$ cat config.mk
export PLATFORM = sky130hd
export DESIGN_NAME = drug_placement_ctrl
export DESIGN_NICKNAME = d
export VERILOG_FILES = /design/src/rtl/snake_pkg.sv /design/src/rtl/drug_placement_ctrl_scan.sv /design/src/rtl/drug_placement_ctrl.sv
export SDC_FILE = /design/constraint.sdc
export NUM_CORES = 1
export LEC_CHECK = 0
export BUFFER_PORTS_ARGS = -buffer_cell sky130_fd_sc_hd__buf_2
export CAP_MARGIN = 20
export CORE_MARGIN = 4
export CORE_UTILIZATION = 45
export DETAILED_ROUTE_END_ITERATION = 7
export PLACE_DENSITY = 0.77
export SYNTH_ARGS = -nofsm -noshare
export SYNTH_HDL_FRONTEND = slang
export SYNTH_HIERARCHICAL = 1
export SYNTH_SLANG_ARGS = --single-unit
$ cat constraint.sdc
create_clock -name clk -period 2.05 [get_ports clk]
set_input_delay 0.41 -clock clk [delete_from_list [all_inputs] [get_ports clk]]
set_output_delay 0.41 -clock clk [all_outputs]
set_load 0.03 [all_outputs]
$ cat src/rtl/snake_pkg.sv
// Shared snake-game types: FSM states, grid defaults, 5-bit cell coordinates.
// The SCAN state only exists when DRUG_SCAN_FALLBACK_EN is defined.
package snake_pkg;

    localparam int GRID_W_DEF = 32;
    localparam int GRID_H_DEF = 24;
    localparam int COORD_W    = 5;

    typedef logic [COORD_W-1:0] coord_t;

    typedef enum logic [2:0] {
        S_IDLE,
        S_REQ,
        S_CHECK,
`ifdef DRUG_SCAN_FALLBACK_EN
        S_SCAN,
`endif
        S_PLACED,
        S_HOLD
    } state_e;

    function automatic logic coord_eq(coord_t ax, coord_t ay, coord_t bx, coord_t by);
        return (ax == bx) && (ay == by);
    endfunction

endpackage

$ cat src/rtl/drug_placement_ctrl_scan.sv
// Row-major cell walker used by the deterministic fallback search.
// Only built when DRUG_SCAN_FALLBACK_EN is defined.
`ifdef DRUG_SCAN_FALLBACK_EN
module drug_scan_counter
    import snake_pkg::*;
#(
    parameter int GRID_W = GRID_W_DEF,
    parameter int GRID_H = GRID_H_DEF
) (
    input  logic       clk,
    input  logic       rst,
    input  logic       clr_i,
    input  logic       step_i,
    output logic [4:0] x_o,
    output logic [4:0] y_o,
    output logic       last_o
);

    localparam coord_t XMAX = coord_t'(GRID_W - 1);
    localparam coord_t YMAX = coord_t'(GRID_H - 1);

    logic [4:0] x_q, x_d, y_q, y_d;

    always_comb begin
        x_d = x_q;
        y_d = y_q;
        if (clr_i) begin
            x_d = '0;
            y_d = '0;
        end else if (step_i) begin
            if (x_q == XMAX) begin
                x_d = '0;
                y_d = (y_q == YMAX) ? '0 : y_q + 1'b1;
            end else begin
                x_d = x_q + 1'b1;
            end
        end
    end

    always_ff @(posedge clk or posedge rst) begin
        if (rst) begin
            x_q <= '0;
            y_q <= '0;
        end else begin
            x_q <= x_d;
            y_q <= y_d;
        end
    end

    assign x_o    = x_q;
    assign y_o    = y_q;
    assign last_o = (x_q == XMAX) && (y_q == YMAX);

endmodule
`endif

$ cat src/rtl/drug_placement_ctrl.sv
// Drug placement: requests candidates, rejects occupied cells, holds the drug and detects eats.
// DRUG_SCAN_FALLBACK_EN adds a row-major board scan after the retry budget is spent.
module drug_placement_ctrl
    import snake_pkg::*;
#(
    parameter int GRID_W    = GRID_W_DEF,
    parameter int GRID_H    = GRID_H_DEF,
    parameter int MAX_RETRY = 15,
    parameter int SCORE_W   = 8
) (
    input  logic               clk,
    input  logic               rst,
    input  logic               one_start,
    input  logic [4:0]         head_x,
    input  logic [4:0]         head_y,
    input  logic               head_step,
    input  logic [4:0]         cand_x,
    input  logic [4:0]         cand_y,
    input  logic               occ_hit,
    output logic               drug_valid,
    output logic [4:0]         occ_x,
    output logic [4:0]         occ_y,
    output logic [4:0]         drug_x,
    output logic [4:0]         drug_y,
    output logic               drug_present,
    output logic               eaten,
    output logic [SCORE_W-1:0] score,
    output logic               place_fail
);

    localparam int RETRY_W = $clog2(MAX_RETRY + 1);
    localparam logic [RETRY_W-1:0] RETRY_LAST = RETRY_W'(MAX_RETRY);

    state_e               state_q, state_d;
    logic [RETRY_W-1:0]   retry_q, retry_d;
    logic [SCORE_W-1:0]   score_q, score_d;
    logic [4:0]           drug_x_q, drug_x_d, drug_y_q, drug_y_d;
    logic                 present_q, present_d, eaten_q, eaten_d, fail_q, fail_d;
    logic                 x_in, y_in, cell_free;

`ifdef DRUG_SCAN_FALLBACK_EN
    logic       scan_clr, scan_step, scan_last;
    logic [4:0] scan_x, scan_y;

    drug_scan_counter #(.GRID_W(GRID_W), .GRID_H(GRID_H)) u_scan (
        .clk    (clk),
        .rst    (rst),
        .clr_i  (scan_clr),
        .step_i (scan_step),
        .x_o    (scan_x),
        .y_o    (scan_y),
        .last_o (scan_last)
    );
`endif

    // One query port serves both the candidate check and the scan.
    always_comb begin
        occ_x = '0;
        occ_y = '0;
        case (state_q)
            S_CHECK: begin
                occ_x = cand_x;
                occ_y = cand_y;
            end
`ifdef DRUG_SCAN_FALLBACK_EN
            S_SCAN: begin
                occ_x = scan_x;
                occ_y = scan_y;
            end
`endif
            default: ;
        endcase
    end

    if (GRID_W >= 32) begin : g_x_all
        assign x_in = 1'b1;
    end else begin : g_x_lim
        assign x_in = (occ_x < coord_t'(GRID_W));
    end
    if (GRID_H >= 32) begin : g_y_all
        assign y_in = 1'b1;
    end else begin : g_y_lim
        assign y_in = (occ_y < coord_t'(GRID_H));
    end

    assign cell_free = !occ_hit && !coord_eq(occ_x, occ_y, head_x, head_y) && x_in && y_in;

    always_comb begin
        state_d   = state_q;
        retry_d   = retry_q;
        score_d   = score_q;
        drug_x_d  = drug_x_q;
        drug_y_d  = drug_y_q;
        present_d = present_q;
        eaten_d   = 1'b0;
        fail_d    = 1'b0;
`ifdef DRUG_SCAN_FALLBACK_EN
        scan_clr  = 1'b0;
        scan_step = 1'b0;
`endif
        case (state_q)
            S_REQ: state_d = S_CHECK;
            S_CHECK: begin
                if (cell_free) begin
                    drug_x_d  = occ_x;
                    drug_y_d  = occ_y;
                    present_d = 1'b1;
                    retry_d   = '0;
                    state_d   = S_PLACED;
                end else if (retry_q < RETRY_LAST) begin
                    retry_d = retry_q + 1'b1;
                    state_d = S_REQ;
                end else begin
                    retry_d = '0;
`ifdef DRUG_SCAN_FALLBACK_EN
                    scan_clr = 1'b1;
                    state_d  = S_SCAN;
`else
                    fail_d    = 1'b1;
                    present_d = 1'b0;
                    state_d   = S_HOLD;
`endif
                end
            end
`ifdef DRUG_SCAN_FALLBACK_EN
            S_SCAN: begin
                if (cell_free) begin
                    drug_x_d  = occ_x;
                    drug_y_d  = occ_y;
                    present_d = 1'b1;
                    state_d   = S_PLACED;
                end else if (scan_last) begin
                    fail_d    = 1'b1;
                    present_d = 1'b0;
                    state_d   = S_HOLD;
                end else begin
                    scan_step = 1'b1;
                end
            end
`endif
            S_PLACED: begin
                if (head_step && coord_eq(head_x, head_y, drug_x_q, drug_y_q)) begin
                    eaten_d   = 1'b1;
                    present_d = 1'b0;
                    state_d   = S_REQ;
                    if (score_q != {SCORE_W{1'b1}}) score_d = score_q + 1'b1;
                end
            end
            default: ;
        endcase
        // Restart overrides any eat or placement decision this cycle.
        if (one_start) begin
            state_d   = S_REQ;
            score_d   = '0;
            retry_d   = '0;
            present_d = 1'b0;
            eaten_d   = 1'b0;
            fail_d    = 1'b0;
        end
    end

    always_ff @(posedge clk or posedge rst) begin
        if (rst) begin
            state_q   <= S_IDLE;
            retry_q   <= '0;
            score_q   <= '0;
            drug_x_q  <= '0;
            drug_y_q  <= '0;
            present_q <= 1'b0;
            eaten_q   <= 1'b0;
            fail_q    <= 1'b0;
        end else begin
            state_q   <= state_d;
            retry_q   <= retry_d;
            score_q   <= score_d;
            drug_x_q  <= drug_x_d;
            drug_y_q  <= drug_y_d;
            present_q <= present_d;
            eaten_q   <= eaten_d;
            fail_q    <= fail_d;
        end
    end

    assign drug_valid   = (state_q == S_REQ);
    assign drug_x       = drug_x_q;
    assign drug_y       = drug_y_q;
    assign drug_present = present_q;
    assign eaten        = eaten_q;
    assign score        = score_q;
    assign place_fail   = fail_q;

endmodule

==> results.txt, run 1 <==
Of the post-synthesis cell area, the dominant cell type holds between 40% and 50%. The root cell of the clock tree is clkbuf_8. Traced cell by cell, the critical path runs through nor3b_4, buf_12, nand2_4, inv_4, xnor2_2, nand4_1, o31ai_4, or2_4, mux2_4. The die extent in y came out at roughly 70 µm.

Of the cells placed in the final design, the portion with a size suffix greater than 1 is 54.3%. The number of global-route vias before repair was ~1,600. Broken down by cell family, the worst path's largest delay share belongs to simple AND/OR/NAND/NOR gates. The CTS clock-pin slew for the worst setup and hold paths came out at 100 ps.

For the worst-skew pair, the clock arrives at the later sink with an insertion delay of 280 ps. By startpoint and endpoint, the worst setup path is classified as flop to flop. Max-cap violations in this run came to 0.

The total iterations of the first detailed-routing run came out at 4. The full die area came out at 4900 µm². The row count came out at 22. The portion of the post-synthesis area used by sequential elements is 40.5%. By area the synthesized netlist is led by dfrtp_1 (40%), xnor2_1 (13%), mux2_2 (3.9%), buf_6 (3.3%), nand3_1 (2.9%). The final core utilization came out at 69.2%. The leakage component of the power came out at roughly 1.2 nW. The async set-or-reset flop fraction in the synthesized netlist is 100%. For the worst flop-to-flop path, the logic depth is 9. The top flip-flop cell by instance count after synthesis is dfrtp_1. The die width came out at approximately 70 µm. The number of cells after detailed placement came out at 304. The placeable core region came out at 3690 µm².

Dividing the final minimum period by the clock period gives 109%. The detail route stage leaves a number of antenna-violating nets equal to 0. Setup repair after global routing could not meet its margin everywhere. The upper clock frequency limit came out at 446 MHz. The count of endpoints failing hold in the final timing report is 0. The number of buffers and inverters on the critical path is 2. The number of library cell types mapped by synthesis is 39. The first-pass GRT wire length is 7700 µm.

Summing all non-filler instances in the final layout gives an area of roughly 2600 µm². Across every metal layer, demand over resource in global routing totals 19.3%. The instance area at placement came out at 2300 µm². The routed wire length came out at 4920 µm.

The setup TNS came out at -2560 ps. Headroom to the max-slew limit came out at 73.6%. The number of I/O pins came out at 57. For the final database, setup skew stands at approximately 7.1 ps. The kind of start point of the critical path is a flop. The layout filler cell count came out at 300. The critical path required time is 2220 ps. The critical path depth in cells came out at 9. The longest individual stage delay on the worst path is around 430 ps. IR analysis of the VDD net gives a maximum drop of between 0.4 and 0.5 mV. The final non-filler cell total is 315. Counting the buffers created by CTS gives 3. In this run the number of H-tree levels came out at 1. 0 antenna diodes ended up in the layout. The initial antenna violation count came out at 0. At the end of the flow, the number of nets in the layout was just under 300. In this run the worst hold path is classified as primary input to asynchronous set/reset pin. The worst setup margin is -194 ps. The setup violation total in the final timing report is 18. Summed over all instances, the cell type with the most area after synthesis is dfrtp_1. The number of synthesized register bits is 28. The endpoint type of the worst setup path is a flop. The flow ran to the end, but the final reports show violations. The maximum fanout along the worst path is 6. On the critical path, the stage with the largest delay is an instance of dfrtp_1. The synthesized area per cell came out at roughly 9.8 µm². The effective utilization at floorplan is 46.9%. The buffer depth of the longest clock path came out at 2.

The worst hold slack came out at 175 ps. After detailed routing, the number of remaining DRC violations is 0. Counting I/O delays and the setup requirement, the final critical path takes 2240 ps. Tracing the worst setup path back leads to its startpoint at state_q[2]. The maximum number of pins on one net before global-route repair came out at 29. The ratio of total power to cell area came out at 636 nW/µm². Data on the critical path arrives at its endpoint at 2410 ps.

TritonCTS built the clock tree. The synthesized netlist net count is 204. The checks that failed: setup timing. The actual transition at the worst max-transition pin came out at 396 ps. The number of enable-type register cells in the synthesized netlist is 0. The number of slew-limit violations in the final report is 0. The total clock sinks is 28. Relative to the synthesized area, the layout overhead comes to 47.4%. The gate count after technology mapping is 177.

For this block, the initial DRC count from the detailed router was 80. The number of vias after detailed routing is 1,639. The combined area of all synthesized cells is 1730 µm². The number of port buffers came out at 56. The total grt overflow is 0. The via count normalized by instance count came out at ~5.2. The placer's final routability congestion estimate came out at around 0.90.

For this run, the number of Yosys warnings is 6. The source of the worst register-to-register timing path is state_q[2]. The number of hold buffers added after CTS came out at 0. The average wire length per cell after detail routing came out at about 16 µm.

The wire-length estimate of the detail-placed layout is 3610 µm.
[worst reg2reg max path, cell delays in order (launching register included)]
cell and delay [ps]:
dfrtp_1 430, nor3b_4 250, buf_12 170, nand2_4 60, inv_4 60, xnor2_2 100, nand4_1 170, o31ai_4 370
or2_4 220, mux2_4 300
[final cells by class]
cell class	count	area (µm²)	share of cell area [%]
Multi-Input combinational cell	129	1080	42.2
Sequential cell	28	701	27.5
Timing Repair Buffer	96	612	24.0
Tap cell	48	60.1	2.35
Clock buffer	4	55.1	2.16
Inverter	10	47.5	1.86
[cell usage after synthesis (all sizes together) (3+ instances only)]
master   number
dfrtp        28
xnor2        27
nor2         13
nand2        12
inv          10
nand3        10
a21oi         9
nand4         7
nor3          7
buf           6
mux2          6
o21ai         5
and4bb        4
clkbuf        4
nor4          4
o2bb2ai       4
and2          3
or3           3
[per-layer routing]
layer / wire, µm / GRT usage [%] / vias to the layer above
li1: - / - / 800
met1: 1950 / 24.3 / 788
met2: 2670 / 34.1 / 47
met3: 262 / 4.46 / 4
met4: 28 / 2.98 / 0
met5: 0 / 0 / -
[cells by family (layout without fill, tap and decap cells)]
group | Yosys count | count (layout) | share of synthesized area [%]
and+or+nand+nor | 69 | 69 | 23.5
DFF | 28 | 28 | 40.5
xor gates and xnor gates | 27 | 27 | 14.5
AOI/OAI and AO/OA | 25 | 25 | 9.54
buffers and inverters | 20 | 110 | 6.65
muxes | 6 | 6 | 3.90
adders and majority gates | 2 | 2 | 1.44
[sequential cells by signal (all words and copies together), names as in the netlist]
register      flops
drug_present      1
drug_x            5
drug_y            5
eaten             1
place_fail        1
retry_q           4
score             8
state_q           3
[final timing paths]
path | slack [ps] | to
worst max-delay path | -190 | drug_x[2]
worst min-delay path | 170 | drug_x[4]
worst max register to register | -190 | drug_x[2]
worst min register to register | 550 | drug_present
max in group asynchronous | 1600 | state_q[1]
min in group clk | 400 | drug_x[2]
[cells in the final DEF, fill, tap and decap left out, drive strengths merged, types with 5 or more instances in the layout]
| master | instances |
|---|---|
| a21oi | 9 |
| buf | 96 |
| dfrtp | 28 |
| inv | 10 |
| mux2 | 6 |
| nand2 | 12 |
| nand3 | 10 |
| nand4 | 7 |
| nor2 | 13 |
| nor3 | 7 |
| o21ai | 5 |
| xnor2 | 27 |
[power by group]
part	total, W	internal [W]	switching [W]	leakage [nW]
logic	0.000605	0.000275	0.000330	0.789
registers	0.000671	0.000609	0.0000620	0.368
clock network	0.000348	0.000172	0.000176	0.0288
[timing repair]
item,CTS,global route
pin swaps,3,16
resized for setup,7,24
endpoints found under the hold margin,0,0
setup endpoints to repair,18,28
buffers inserted,3,5
[stage by stage]
step / setup slack [ps] / total power (W)
after floorplan: -180 / 0.00101
after detailed placement: -243 / 0.00122
final: -194 / 0.00162
after global placement: -173 / 0.00121
after CTS: -150 / 0.00158
after global routing: -262 / 0.00171
No activity file was read; power rests on OpenSTA's default activity.
==> inputs of run 2 (changes only) <==
--- a/config.mk
+++ b/config.mk
@@ -10,6 +10,7 @@
 export CORE_MARGIN = 4
 export CORE_UTILIZATION = 45
 export DETAILED_ROUTE_END_ITERATION = 7
+export GPL_TIMING_DRIVEN = 0
 export PLACE_DENSITY = 0.77
 export SYNTH_ARGS = -nofsm -noshare
 export SYNTH_HDL_FRONTEND = slang
==> results.txt, run 2 (synthesized netlist as in run 1, its figures left out) <==
The flow ran to the end, but the final reports show violations. The final reports fail on setup timing. Dividing total power by cell area gives a power density of 682 nW/µm². The number of vias after detailed routing is 1,594. The count of nets after finishing is 278.

Dividing the detail-routed via count by the number of cells gives 5.35. The worst setup path is launched from a flop. The layout filler cell count is around 300.

During I/O placement, the number of pins put on the boundary was 57. STA classifies the critical path endpoint as a flop. The reg-to-reg setup timing slack came out at -210 ps. The final non-filler cell total came out at 298. The most frequent standard cell in the layout excluding fill and tap cells is buf_2. The initial antenna violation count is 0. Summing all flip-flop and latch instances after layout gives 701 µm².

At the end of the flow the core is filled with cells to 66.8%. The total clock sinks is 28. Data arrives at the worst endpoint at 2470 ps. The post-detailed-route DRC marker count came out at 0. Setup repair after global routing could not meet its margin everywhere. In this run the worst path has a maximum fanout of 7. The antenna diode count is 0.

The number of flip-flops in the largest register is 8. The area used by multi-input combinational logic is around 1100 µm². The worst hold slack came out at 49.1 ps. IR analysis of the VDD net gives a maximum drop of about 0.45 mV. The upper clock frequency limit is 442 MHz. At the pin with the least slew margin, the transition time is 850 ps. TritonCTS built the clock tree. The power consumption came out at 0.00168 W.

The CTS H-tree depth is 1. The number of design-rule violations left by the first detailed-router iteration is 94. At the later pin of the worst-skew pair, clock insertion delay measures roughly 280 ps. The path type of the worst min-delay path is primary input to asynchronous set/reset pin. The part of the cycle the worst path needs came out at 110%. No sink is reached through more buffers than the 2 on the longest clock path. The placed wire-length estimate is 3260 µm. The number of slew-limit violations in the final report is 0. The tree is rooted in a clkbuf_8.

The overall track demand over capacity in global routing is 18.7%. The number of global-route vias before repair is around 1,500. The antenna violation net count after detailed routing is 0. The die width is between 70 and 80 µm. The routed wire length is 4770 µm. On the final layout, the worst clock skew is 5.55 ps. By startpoint and endpoint, the worst setup path is classified as flop to flop. In this run the critical register-to-register path is captured at state_q[2].

Setup violations remaining at the end of the flow were counted as 18. The initial utilization of the core area, before any placement, comes to 46.9%. The number of cells after detailed placement is 281. The worst setup margin is -214 ps. The fraction of layout instances using a drive strength above 1 came out at 48.8%.

The pre-antenna-repair detailed-routing pass consisted of 4 iterations. The placeable core region is 3690 µm². The number of port buffers is 56. The row count is 22. The count of endpoints failing hold in the final timing report is 0. The placer's final routability congestion estimate is ~0.83.

Measured against its own limit, the worst slew margin works out to 43.1%. The die extent in y is 70.0 µm. The die covers 4900 µm². For the finished layout, the period the worst path requires is 2260 ps.

The number of hold buffers added after CTS came out at 0. TritonCTS created 3 clock buffers. The average wire length per cell after detail routing came out at 16.0 µm. The first-pass GRT wire length came out at ~7500 µm. The length in cells of the worst reg-to-reg path is 8. The leakage component of the power came out at approximately 1.1 nW. The number of violations of the max-capacitance limit came out at 0. The critical path required time came out at 2260 ps. The source of the worst register-to-register timing path is state_q[2]. The library cells used most frequently in the layout, excluding fill and tap cells, are buf_2 (54), dfrtp_1 (28), xnor2_1 (19). Entering global routing, the biggest net connects 29 pins.

The relative area change from synthesis to final layout came out at 42.2%. The setup TNS is -2340 ps. The total grt overflow came out at 0.

The CTS clock-pin slew for the worst setup and hold paths is ~100 ps.
## run 2: cell types whose count changed in the layout (fill, tap and decap cells not counted), sizes merged
cell,previous run,this run
buf,96,77
clkbuf,4,5
clkinv,0,1
inv,10,9
bufinv,0,1
## run 2: worst max path at each step
| stage | start | end | slack, ps | cells past startpoint |
|---|---|---|---|---|
| floorplan | state_q[0] | state_q[2] | -180 | 8 |
| global placement | state_q[1] | state_q[2] | -300 | 11 |
| detailed placement | state_q[1] | state_q[2] | -320 | 11 |
| CTS | state_q[1] | state_q[2] | -170 | 11 |
| global route | state_q[1] | state_q[1] | -310 | 11 |
| finish | state_q[2] | state_q[2] | -210 | 8 |
## run 2: layout make-up
cell class | instances | share of cell area [%]
Sequential cell | 28 | 28.5
Inverter | 10 | 1.93
Buffer | 9 | 3.51
Multi-Input combinational cell | 129 | 43.8
Tap cell | 48 | 2.44
Clock inverter | 1 | 1.22
Timing Repair Buffer | 70 | 17.0
Clock buffer | 3 | 1.68
## run 2: through the flow
stage                     setup WS, ps  instance area [µm²]
after detailed placement          -316                 2120
final                             -214                 2460
after global placement            -303                 2120
after global routing              -315                 2460
after floorplan                   -180                 1780
after CTS                         -172                 2350
## run 2: per-layer routing
metal  GRT usage, %  up-vias  routed length (µm)
li1               -      764                   -
met1           24.9      770                2050
met2           32.0       54                2460
met3           3.17        6                 220
met4           3.40        0                  48
met5              0        -                   0
## run 2: repair_timing
item / in CTS / in global routing
setup endpoints to repair: 22 / 25
setup buffers: 12 / 1
resized for setup: 12 / 21
pin swaps: 6 / 4
## run 2: worst max-delay path, stage by stage (launching register included)
cell and delay [ps]:
dfrtp_1 420, buf_6 150, or3_1 370, buf_6 150, a2bb2oi_2 170, o31ai_4 300
buf_6 140, or3b_4 370, a21oi_2 120
## run 2: power by group
group          switching [W]  internal (W)
Sequential         0.0000639      0.000609
Clock               0.000179      0.000262
Combinational       0.000322      0.000243
==> inputs of run 3 (changes only) <==
--- a/config.mk
+++ b/config.mk
@@ -7,11 +7,14 @@
 export LEC_CHECK = 0
 export BUFFER_PORTS_ARGS = -buffer_cell sky130_fd_sc_hd__buf_2
 export CAP_MARGIN = 20
+export CELL_PAD_IN_SITES_DETAIL_PLACEMENT = 1
+export CELL_PAD_IN_SITES_GLOBAL_PLACEMENT = 2
 export CORE_MARGIN = 4
-export CORE_UTILIZATION = 45
+export CORE_UTILIZATION = 27
+export CTS_CLUSTER_SIZE = 40
 export DETAILED_ROUTE_END_ITERATION = 7
 export GPL_TIMING_DRIVEN = 0
-export PLACE_DENSITY = 0.77
+export PLACE_DENSITY = 0.78
 export SYNTH_ARGS = -nofsm -noshare
 export SYNTH_HDL_FRONTEND = slang
 export SYNTH_HIERARCHICAL = 1
==> results.txt, run 3 (synthesized netlist as in run 1, its figures left out) <==
The flow ran to the end, but the final reports show violations. The final reports fail on setup timing. In this run, the number of DRC markers left after iteration 0 of detailed routing was 44. The placer's final routability congestion estimate is 0.758. The longest individual stage delay on the worst path is roughly 360 ps. The largest individual stage delay along the critical path comes from the cell dfrtp_1. The startpoint identified for the worst register-to-register timing path is state_q[1]. The root buffer cell chosen for the clock tree is clkbuf_8. The layout filler cell count is 725. The number of vias after detailed routing came out at 1,646. The fraction of layout instances using a drive strength above 1 is 51.8%. Clock skew on the completed layout was measured at 5.00 ps. The most numerous cell type found on the critical path is buf_6.

The number of global-route vias before repair came out at between 1,500 and 2,000. The average wire length per cell after detail routing is 17.1 µm. The die width came out at 88.1 µm. The effective utilization at floorplan is 28.6%. The data arrival time of the critical path came out at ~2400 ps. The antenna violation net count after detailed routing is 0. The initial antenna violation count is 0.

The buffer depth of the longest clock path is 2. The leakage component of the power is about 1.2 nW. The die extent in y came out at 88.1 µm. TritonCTS created 3 clock buffers. The via count normalized by instance count came out at 4.96. The post-route minimum period came out at 2260 ps.

The critical path required time came out at around 2200 ps. Setup repair after global routing could not meet its margin everywhere. The full die area is 7760 µm². In this run the tool buffered the top-level ports with 56 buffer cells.

The maximum ir drop on the vdd rail came out at 0.281 mV. The upper clock frequency limit is 443 MHz. The setup check on the worst reg-to-reg path leaves a slack of -210 ps. The total iterations of the first detailed-routing run is 4. The most frequent standard cell in the layout excluding fill and tap cells is buf_2. The critical path in this run is classified as flop to flop. The count of endpoints failing hold in the final timing report came out at 0. The worst setup path is captured at a flop. After detailed routing, the number of remaining DRC violations is 0.

The critical path goes through buf_6, nor3b_4, buf_6, nand2_4, inv_4, xnor2_2, nand4_1, o31ai_4, or2_1, buf_6, mux2_4. For this run the aggregate overflow at the end of global routing stands at 0. The CTS H-tree depth is 1. Setup violations remaining at the end of the flow were counted as 19. The endpoint of the worst-slack reg-to-reg timing path is drug_x[3]. The number of flip-flops in the largest register came out at 8. The ratio of total power to cell area is roughly 660 nW/µm². In this run the worst hold path is classified as primary input to asynchronous set/reset pin. The row count came out at 28. After clock tree synthesis, the clock-pin slew on the worst setup and hold paths is 110 ps. Wires add up to between 5000 and 6000 µm. The first-pass GRT wire length came out at 9130 µm. Dividing the final minimum period by the clock period gives 110%. Global routing used 15.1% of the available tracks across all layers. The clock latency at the later pin of the worst-skew pair is 280 ps. The setup TNS is -2370 ps.

In the layout the commonest cells are buf_2 (57), dfrtp_1 (27), xnor2_1 (21). The worst slew slack as a fraction of its limit is 54.9%. TritonCTS built the clock tree. CTS saw 28 sinks.

The maximum number of pins on one net before global-route repair is 17. Across all setup checks in the final design, the least slack found is -207 ps. The worst slack after detailed placement is -399 ps. The placeable core region is 6060 µm².

The maximum fanout along the worst path is 6. The length in cells of the worst reg-to-reg path is 11. After the last flow step, the layout net total stands at 285. For the pin with the worst max-slew slack, the measured transition is approximately 680 ps. The final core utilization came out at a little over two fifths.

The number of I/O pins came out at 57. The placed wire-length estimate is 3960 µm. The relative area change from synthesis to final layout came out at 48.2%.

The number of slew-limit violations in the final report was 0. STA classifies the critical path startpoint as a flop. The number of antenna diodes in the final layout is 0.

The number of violations of the max-capacitance limit came out at 0.
run 3: cell count changes in the layout (fill, tap and decap cells not counted), moves of 2 or more:
cell,before,now
buf_2,54,57
buf_4,13,16
nand3_1,10,8
nand3_2,0,2
xnor2_1,19,21
xnor2_2,8,6
run 3: how the worst max path moves through the flow:
stage / start / endpoint / cells past startpoint
floorplan: state_q[0] / state_q[2] / 8
global placement: state_q[1] / state_q[2] / 11
detailed placement: state_q[1] / state_q[2] / 11
CTS: state_q[0] / state_q[2] / 10
global route: state_q[1] / state_q[2] / 11
finish: state_q[1] / drug_x[3] / 11
run 3: through the flow:
step | cell area (µm²) | hold WS, ps | instances | total power (W)
after floorplan | 1780 | 475 | 177 | 0.00101
after global placement | 2150 | 523 | 308 | 0.00117
after detailed placement | 2170 | 524 | 309 | 0.00118
after CTS | 2440 | 240 | 326 | 0.00168
after global routing | 2570 | 277 | 332 | 0.00179
final | 2570 | 206 | 332 | 0.00171
run 3: critical path: cells and delay by family (launching register included):
kind	cells	cell delay, ps
AO/OA/AOI/OAI	1	320
XOR/XNOR	1	110
buffers and inverters	4	480
flip-flops	1	360
multiplexers	1	290
AND/OR/NAND/NOR	4	590
run 3: metal layers:
metal / GRT usage [%] / wire length, µm / vias up
met5: 0 / 0 / -
met2: 25.1 / 2760 / 42
li1: - / - / 779
met1: 21.4 / 2590 / 823
met3: 2.92 / 302 / 2
met4: 1.24 / 17 / 0
run 3: repair_timing:
item / CTS / global route
setup buffers: 14 / 7
hold buffers: 0 / 0
pin swaps: 7 / 7
gates resized for setup: 15 / 21
setup endpoints to repair: 23 / 28
hold endpoints to repair: 0 / 0
run 3: final cells by class:
type,instances,area [µm²],share of cell area [%]
multi-input cells,129,1100,43.0
flip-flops and latches,28,702,27.4
repair buffers,77,469,18.3
well taps,75,93.8,3.66
plain buffers,9,80.1,3.12
inverters,10,47.5,1.85
clock buffers,3,41.3,1.61
clock inverters,1,30.0,1.17
run 3: power breakdown:
part           total [W]  internal (W)  switching, W
sequential      0.000677      0.000610     0.0000670
clock           0.000451      0.000262      0.000189
combinational   0.000577      0.000254      0.000324
total            0.00171       0.00113      0.000580
